[config.mk]
export PLATFORM = sky130hd
export DESIGN_NAME = seven_seg_scanner
export DESIGN_NICKNAME = d
export VERILOG_FILES = /design/src/rtl/seven_seg_scanner.sv
export SDC_FILE = /design/constraint.sdc
export NUM_CORES = 1
export LEC_CHECK = 0
export ABC_AREA = 1
export ABC_CLOCK_PERIOD_IN_PS = 2000
export CAP_MARGIN = 20
export CORE_AREA = 2 2 91 93
export DETAILED_ROUTE_END_ITERATION = 7
export DIE_AREA = 0 0 93 95
export PLACE_DENSITY = 0.74
export SYNTH_ARGS = -nofsm -noshare
export SYNTH_HDL_FRONTEND = slang
export SYNTH_SLANG_ARGS = --single-unit
export TNS_END_PERCENT = 50
[constraint.sdc]
create_clock -name clk -period 2 [get_ports clk]
set_input_delay 0.3 -clock clk [delete_from_list [all_inputs] [get_ports clk]]
set_output_delay 0.3 -clock clk [all_outputs]
set_load 0.05 [all_outputs]
[src/rtl/seven_seg_scanner.sv]
// Multiplexed seven-segment driver: scans NUM_DIGITS hex digits, loads new values at frame
// boundaries, and supports decimal points, leading-zero blanking and configurable pin polarity.
module seven_seg_scanner #(
  parameter int NUM_DIGITS     = 4,
  parameter int REFRESH_DIV    = 50000,
  parameter bit SEG_ACTIVE_LOW = 1'b1,
  parameter bit AN_ACTIVE_LOW  = 1'b1
) (
  input  logic                    clk,
  input  logic                    rst_n,
  input  logic [4*NUM_DIGITS-1:0] value,
  input  logic [NUM_DIGITS-1:0]   dp_in,
  input  logic                    load,
  input  logic                    blank_lz,
  input  logic                    enable,
  output logic [6:0]              seg,
  output logic                    dp,
  output logic [NUM_DIGITS-1:0]   an,
  output logic                    frame_tick
);

  localparam int PW = (REFRESH_DIV > 1) ? $clog2(REFRESH_DIV) : 1;
  localparam int IW = (NUM_DIGITS > 1) ? $clog2(NUM_DIGITS) : 1;
  localparam int VW = 4 * NUM_DIGITS;

  localparam logic [PW-1:0]         PRESC_LAST = PW'(REFRESH_DIV - 1);
  localparam logic [IW-1:0]         IDX_LAST   = IW'(NUM_DIGITS - 1);
  localparam logic [6:0]            SEG_OFF    = SEG_ACTIVE_LOW ? 7'h7F : 7'h00;
  localparam logic                  DP_OFF     = SEG_ACTIVE_LOW;
  localparam logic [NUM_DIGITS-1:0] AN_OFF     = AN_ACTIVE_LOW ? {NUM_DIGITS{1'b1}} : '0;

  // Glyphs are stored in active-low form; polarity is applied at the output stage.
  function automatic logic [6:0] glyph(input logic [3:0] nib);
    logic [6:0] g;
    case (nib)
      4'h0: g = 7'h40;
      4'h1: g = 7'h79;
      4'h2: g = 7'h24;
      4'h3: g = 7'h30;
      4'h4: g = 7'h19;
      4'h5: g = 7'h12;
      4'h6: g = 7'h02;
      4'h7: g = 7'h58;
      4'h8: g = 7'h00;
      4'h9: g = 7'h18;
      4'hA: g = 7'h08;
      4'hB: g = 7'h03;
      4'hC: g = 7'h46;
      4'hD: g = 7'h21;
      4'hE: g = 7'h06;
      default: g = 7'h0E;
    endcase
    return g;
  endfunction

  logic [PW-1:0]         presc_q, presc_d;
  logic [IW-1:0]         idx_q, idx_d;
  logic [VW-1:0]         disp_val_q, disp_val_d;
  logic [NUM_DIGITS-1:0] disp_dp_q, disp_dp_d;
  logic [VW-1:0]         pend_val_q, pend_val_d;
  logic [NUM_DIGITS-1:0] pend_dp_q, pend_dp_d;
  logic                  pend_valid_q, pend_valid_d;
  logic [6:0]            seg_q, seg_d;
  logic                  dp_q, dp_d;
  logic [NUM_DIGITS-1:0] an_q, an_d;

  logic                  strobe;
  logic                  wrap;

  always_comb begin
    strobe       = (presc_q == PRESC_LAST);
    wrap         = strobe && (idx_q == IDX_LAST);
    presc_d      = strobe ? '0 : presc_q + PW'(1);
    idx_d        = idx_q;
    disp_val_d   = disp_val_q;
    disp_dp_d    = disp_dp_q;
    pend_val_d   = pend_val_q;
    pend_dp_d    = pend_dp_q;
    pend_valid_d = pend_valid_q;

    if (strobe) begin
      idx_d = (idx_q == IDX_LAST) ? '0 : idx_q + IW'(1);
    end

    // A load coinciding with the wrap bypasses pending so it shows in the very next frame.
    if (wrap) begin
      if (load) begin
        disp_val_d = value;
        disp_dp_d  = dp_in;
      end else if (pend_valid_q) begin
        disp_val_d = pend_val_q;
        disp_dp_d  = pend_dp_q;
      end
      pend_valid_d = 1'b0;
    end else if (load) begin
      pend_val_d   = value;
      pend_dp_d    = dp_in;
      pend_valid_d = 1'b1;
    end
  end

  logic [3:0]            cur_nib;
  logic                  cur_dp;
  logic                  cur_blank;
  logic                  zero_run;
  logic [NUM_DIGITS-1:0] blank_vec;
  logic [NUM_DIGITS-1:0] onehot;
  logic                  dp_active;

  always_comb begin
    cur_nib   = 4'h0;
    cur_dp    = 1'b0;
    cur_blank = 1'b0;
    zero_run  = 1'b1;
    blank_vec = '0;
    onehot    = '0;
    dp_active = 1'b0;
    seg_d     = SEG_OFF;

    // A digit is blank only if it and every more significant digit are zero.
    for (int i = NUM_DIGITS - 1; i >= 0; i--) begin
      zero_run     = zero_run && (disp_val_q[4*i +: 4] == 4'h0);
      blank_vec[i] = zero_run && (i != 0);
    end

    for (int i = 0; i < NUM_DIGITS; i++) begin
      if (IW'(i) == idx_q) begin
        cur_nib   = disp_val_q[4*i +: 4];
        cur_dp    = disp_dp_q[i];
        cur_blank = blank_lz && blank_vec[i];
        onehot[i] = enable;
      end
    end

    if (enable && !cur_blank) begin
      seg_d = SEG_ACTIVE_LOW ? glyph(cur_nib) : ~glyph(cur_nib);
    end
    dp_active = enable && !cur_blank && cur_dp;
    dp_d      = SEG_ACTIVE_LOW ? ~dp_active : dp_active;
    an_d      = AN_ACTIVE_LOW ? ~onehot : onehot;
  end

  always_ff @(posedge clk or negedge rst_n) begin
    if (!rst_n) begin
      presc_q      <= '0;
      idx_q        <= '0;
      disp_val_q   <= '0;
      disp_dp_q    <= '0;
      pend_val_q   <= '0;
      pend_dp_q    <= '0;
      pend_valid_q <= 1'b0;
      seg_q        <= SEG_OFF;
      dp_q         <= DP_OFF;
      an_q         <= AN_OFF;
    end else begin
      presc_q      <= presc_d;
      idx_q        <= idx_d;
      disp_val_q   <= disp_val_d;
      disp_dp_q    <= disp_dp_d;
      pend_val_q   <= pend_val_d;
      pend_dp_q    <= pend_dp_d;
      pend_valid_q <= pend_valid_d;
      seg_q        <= seg_d;
      dp_q         <= dp_d;
      an_q         <= an_d;
    end
  end

  assign seg        = seg_q;
  assign dp         = dp_q;
  assign an         = an_q;
  assign frame_tick = wrap;

endmodule

==> results of run 1 <==
## flip-flops by register name, summed over array words and instances (netlist names)
name	flops
idx_q	2
dp	1
seg	7
presc_q	16
pend_valid_q	1
disp_val_q	16
an	4
pend_val_q	16
pend_dp_q	4
disp_dp_q	4
## synth_stat cells (3+ instances only)
library cell	number	area share, %
nor3_1	4	0.51
o21ai_0	3	0.39
nand3_2	10	2.6
mux2_2	20	5.8
buf_4	4	0.77
nand2_2	3	0.48
buf_6	4	1.2
nand3_1	47	6.0
a21oi_1	11	1.4
nand4_1	21	3.4
or2_2	4	0.64
nand2_1	157	15
clkbuf_1	5	0.48
nor2_1	27	2.6
dfstp_2	12	8.1
buf_2	5	0.64
inv_1	38	3.7
ha_1	11	3.5
xor2_1	7	1.6
dfrtp_1	59	38
inv_2	3	0.29
## layout by cell type (no fill, tap or decap), drive strengths merged
cell type      Yosys  routed
nand2            160     160
dfrtp             59      59
nand3             57      57
inv               41      41
clkdlybuf4s50      0      34
nor2              28      28
buf               15      27
nand4             22      22
mux2              20      20
dfstp             12      12
a21oi             11      11
ha                11      11
clkbuf             5      10
xor2               7       7
nor3               5       5
or2                5       5
o21ai              4       4
clkinv             1       3
o21bai             2       2
nor3b              2       2
clkinvlp           0       2
nor4               1       1
nand3b             1       1
o211ai             1       1
bufinv             0       1
dlygate4sd3        0       1
## cell families after synthesis
kind of cell             after synthesis  synth area share [%]
AND/OR/NAND/NOR                      281                  33.2
flip-flops                            71                  46.0
buffers and inverters                 62                  7.30
multiplexers                          20                  5.79
AO/OA/AOI/OAI                         18                  2.60
adder cells (fa/ha/maj)               11                  3.54
XOR/XNOR                               7                  1.58
## worst min path at each step
stage / from / to / slack (ps) / cells after the start
2_1_floorplan: rst_n / disp_dp_q[0] / 4 / 0
3_3_place_gp: rst_n / presc_q[8] / 260 / 1
3_5_place_dp: rst_n / presc_q[9] / 270 / 1
4_1_cts: load / pend_dp_q[1] / 300 / 3
5_1_grt: load / pend_dp_q[1] / 320 / 3
6_report: load / pend_dp_q[1] / 300 / 3
## report_power, final
group / total [mW] / internal [mW] / switching [mW]
Sequential: 1.50 / 1.48 / 0.0191
Combinational: 0.256 / 0.123 / 0.133
Clock: 1.14 / 0.602 / 0.542
## final cells by class
| cell class | instances | area (sq um) | area share, % |
|---|---|---|---|
| flip-flops and latches | 71 | 1790 | 37.3 |
| inverters | 42 | 163 | 3.38 |
| clock buffers | 10 | 138 | 2.86 |
| clock inverters | 5 | 58.8 | 1.22 |
| multi-input cells | 337 | 1940 | 40.3 |
| repair buffers | 62 | 589 | 12.2 |
| well taps | 105 | 131 | 2.73 |
## timing repair
| action | in CTS | in global routing |
|---|---|---|
| pin swaps | 2 | 8 |
| endpoints found under the hold margin | 16 | 0 |
| setup buffers | 3 | 4 |
| hold buffers | 1 | 0 |
| gates resized for setup | 4 | 27 |
| endpoints found under the setup margin | 3 | 8 |
## worst max-delay path: cells and delay by family (launching register included)
| family | cells | cell delay, ps |
|---|---|---|
| simple gates | 4 | 450 |
| fa+ha+maj | 1 | 180 |
| flops | 1 | 400 |
| buf+inv | 3 | 300 |
## metrics by stage
| step | util, % | worst slack, ps |
|---|---|---|
| after floorplan | - | 43.8 |
| after detailed placement | 55.8 | 13.1 |
| after global placement | 55.8 | 129 |
| final | 60.7 | 31.9 |
| after global routing | 60.7 | -76.6 |
| after CTS | 58.8 | 12.9 |
## metal layers
metal  global-route usage [%]  part of all wire (%)  up-vias
met5                        0                     0        -
li1                         -                     -     1629
met2                     31.6                    46       75
met3                     2.71                   4.2       18
met1                     28.4                    48     1509
met4                     8.58                   2.2        0
==> qor.csv, run 1 <==
stage;metric;value;unit
grt;global route total overflow;0;
hold_path;Hold WC Path Type;input port to flop;
layout;share of layout cells above drive strength 1;22.8;%
setup_path;Critical Path End Type;output port;
logic_synthesis;Yosys reg bits;71;
floorplanning;FP Rows;33;
layout;fin area;4810;sq um
logic_synthesis;top_reg_cell synth;dfrtp_1;
timing;RSZ-0062 raised after global routing;true;
logic_synthesis;Synth cell types;33;
cts;Root Driver;clkbuf_8;
grt;largest net degree at the start of global routing;44;
route;Routed Antenna Nets;0;
power_and_ir_drop;total power;2.90;mW
grt;GRT Total Usage;20.2;%
timing;Rel. slew slack;64.2;%
cts;clock buffer depth;2;
logic_synthesis;Syn Inst Count;470;
timing;worst slew pin tran;532;ps
floorplanning;Die Ht;95;um
timing;Fmax;508;MHz
cts;worst-skew pair later-pin latency;350;ps
placed_design;RePlAce Congestion;0.882;
grt;initial antenna violation count;0;
route;vias;3231;
setup_path;required time of the worst setup path;1700;ps
setup_path;origin of the worst setup path;presc_q[0];
timing;Final Hold Fails;0;
setup_path;FF-to-FF path depth;13;
timing;setup TNS;0;ps
cts;Worst-path clk slew;80;ps
layout;Syn-to-layout area delta;23.6;%
logic_synthesis;Post-synth EDFFs;0;
floorplanning;Core Footprint;7930;sq um
cts;H-tree lvl count;3;
timing;max-slew violations;0;
layout;NumNets Final;559;
setup_path;capture point of the worst path;frame_tick;
setup_path;R2R setup slack;50;ps
floorplanning;Initial Utilization;49.1;%
timing;fin crit period;1970;ps
setup_path;Slowest cell on crit path;dfrtp_1;
placed_design;IO Port Bufs;37;
logic_synthesis;Mapped Area;3890;sq um
logic_synthesis;average size of a mapped cell;8.28;sq um
floorplanning;die width;93;um
placed_design;Post-DP Area;4420;sq um
route;routed wire length;8.45;mm
setup_path;critical path fanouts, max;3;
placed_design;Placed Cells;609;
cts;Num CTS Buffers;9;
timing;hold_ws;301;ps
timing;skew final;10.5;ps
setup_path;crit path kind;flop to output port;
grt;global-route wire length before repair;14.3;mm
power_and_ir_drop;PwrDens;603;nW/um^2
placed_design;HPWL after DPL;5.74;mm
grt;vias in the first global route;3091;
logic_synthesis;Mapped Nets;506;
route;First DRT Iteration DRCs;152;
cts;clk sink count;71;
setup_path;Critical Path Max Stage Delay;400;ps
layout;# fillers;709;
setup_path;critical-path cell list;ha_4 > nand3_4 > inv_4 > nand4_4 > nor2_4 > nand2_2 > inv_2 > buf_12;
logic_synthesis;warning count from the yosys run;0;
route;drt pass-1 iters;7;
logic_synthesis;Post-synth ARST share;100;%
route;Residual DRC;0;
job;maxcap violations;0;
floorplanning;Boundary Pins;38;
cts;CTS tree;built;
layout;diode count;0;
power_and_ir_drop;VDD IR max;0.410;mV
route;WL/cell;13.4;um
timing;Finish-stage setup viols;0;
logic_synthesis;sequential-to-total area share from yosys stat;46.0;%
setup_path;origin of the critical flop-to-flop path;idx_q[1];
floorplanning;Die Area;8840;sq um
outcome;outcome;finished clean;
layout;final cell count without fillers;632;
setup_path;crit path launch type;flop;
timing;Final period util;98.4;%
setup_path;Worst R2R End;seg[1];
power_and_ir_drop;leakage power;2.37;nW
route;Vias per Instance;5.11;
setup_path;critical path arrival;1670;ps
Note: power is estimated with default switching activity, not from simulation.
==> inputs of run 2 (changes only) <==
--- a/config.mk
+++ b/config.mk
@@ -12,6 +12,7 @@
 export DETAILED_ROUTE_END_ITERATION = 7
 export DIE_AREA = 0 0 93 95
 export PLACE_DENSITY = 0.74
+export SLEW_MARGIN = 25
 export SYNTH_ARGS = -nofsm -noshare
 export SYNTH_HDL_FRONTEND = slang
 export SYNTH_SLANG_ARGS = --single-unit
==> results of run 2 <==
The final DEF is identical to that of run 1; final timing and power are the same.
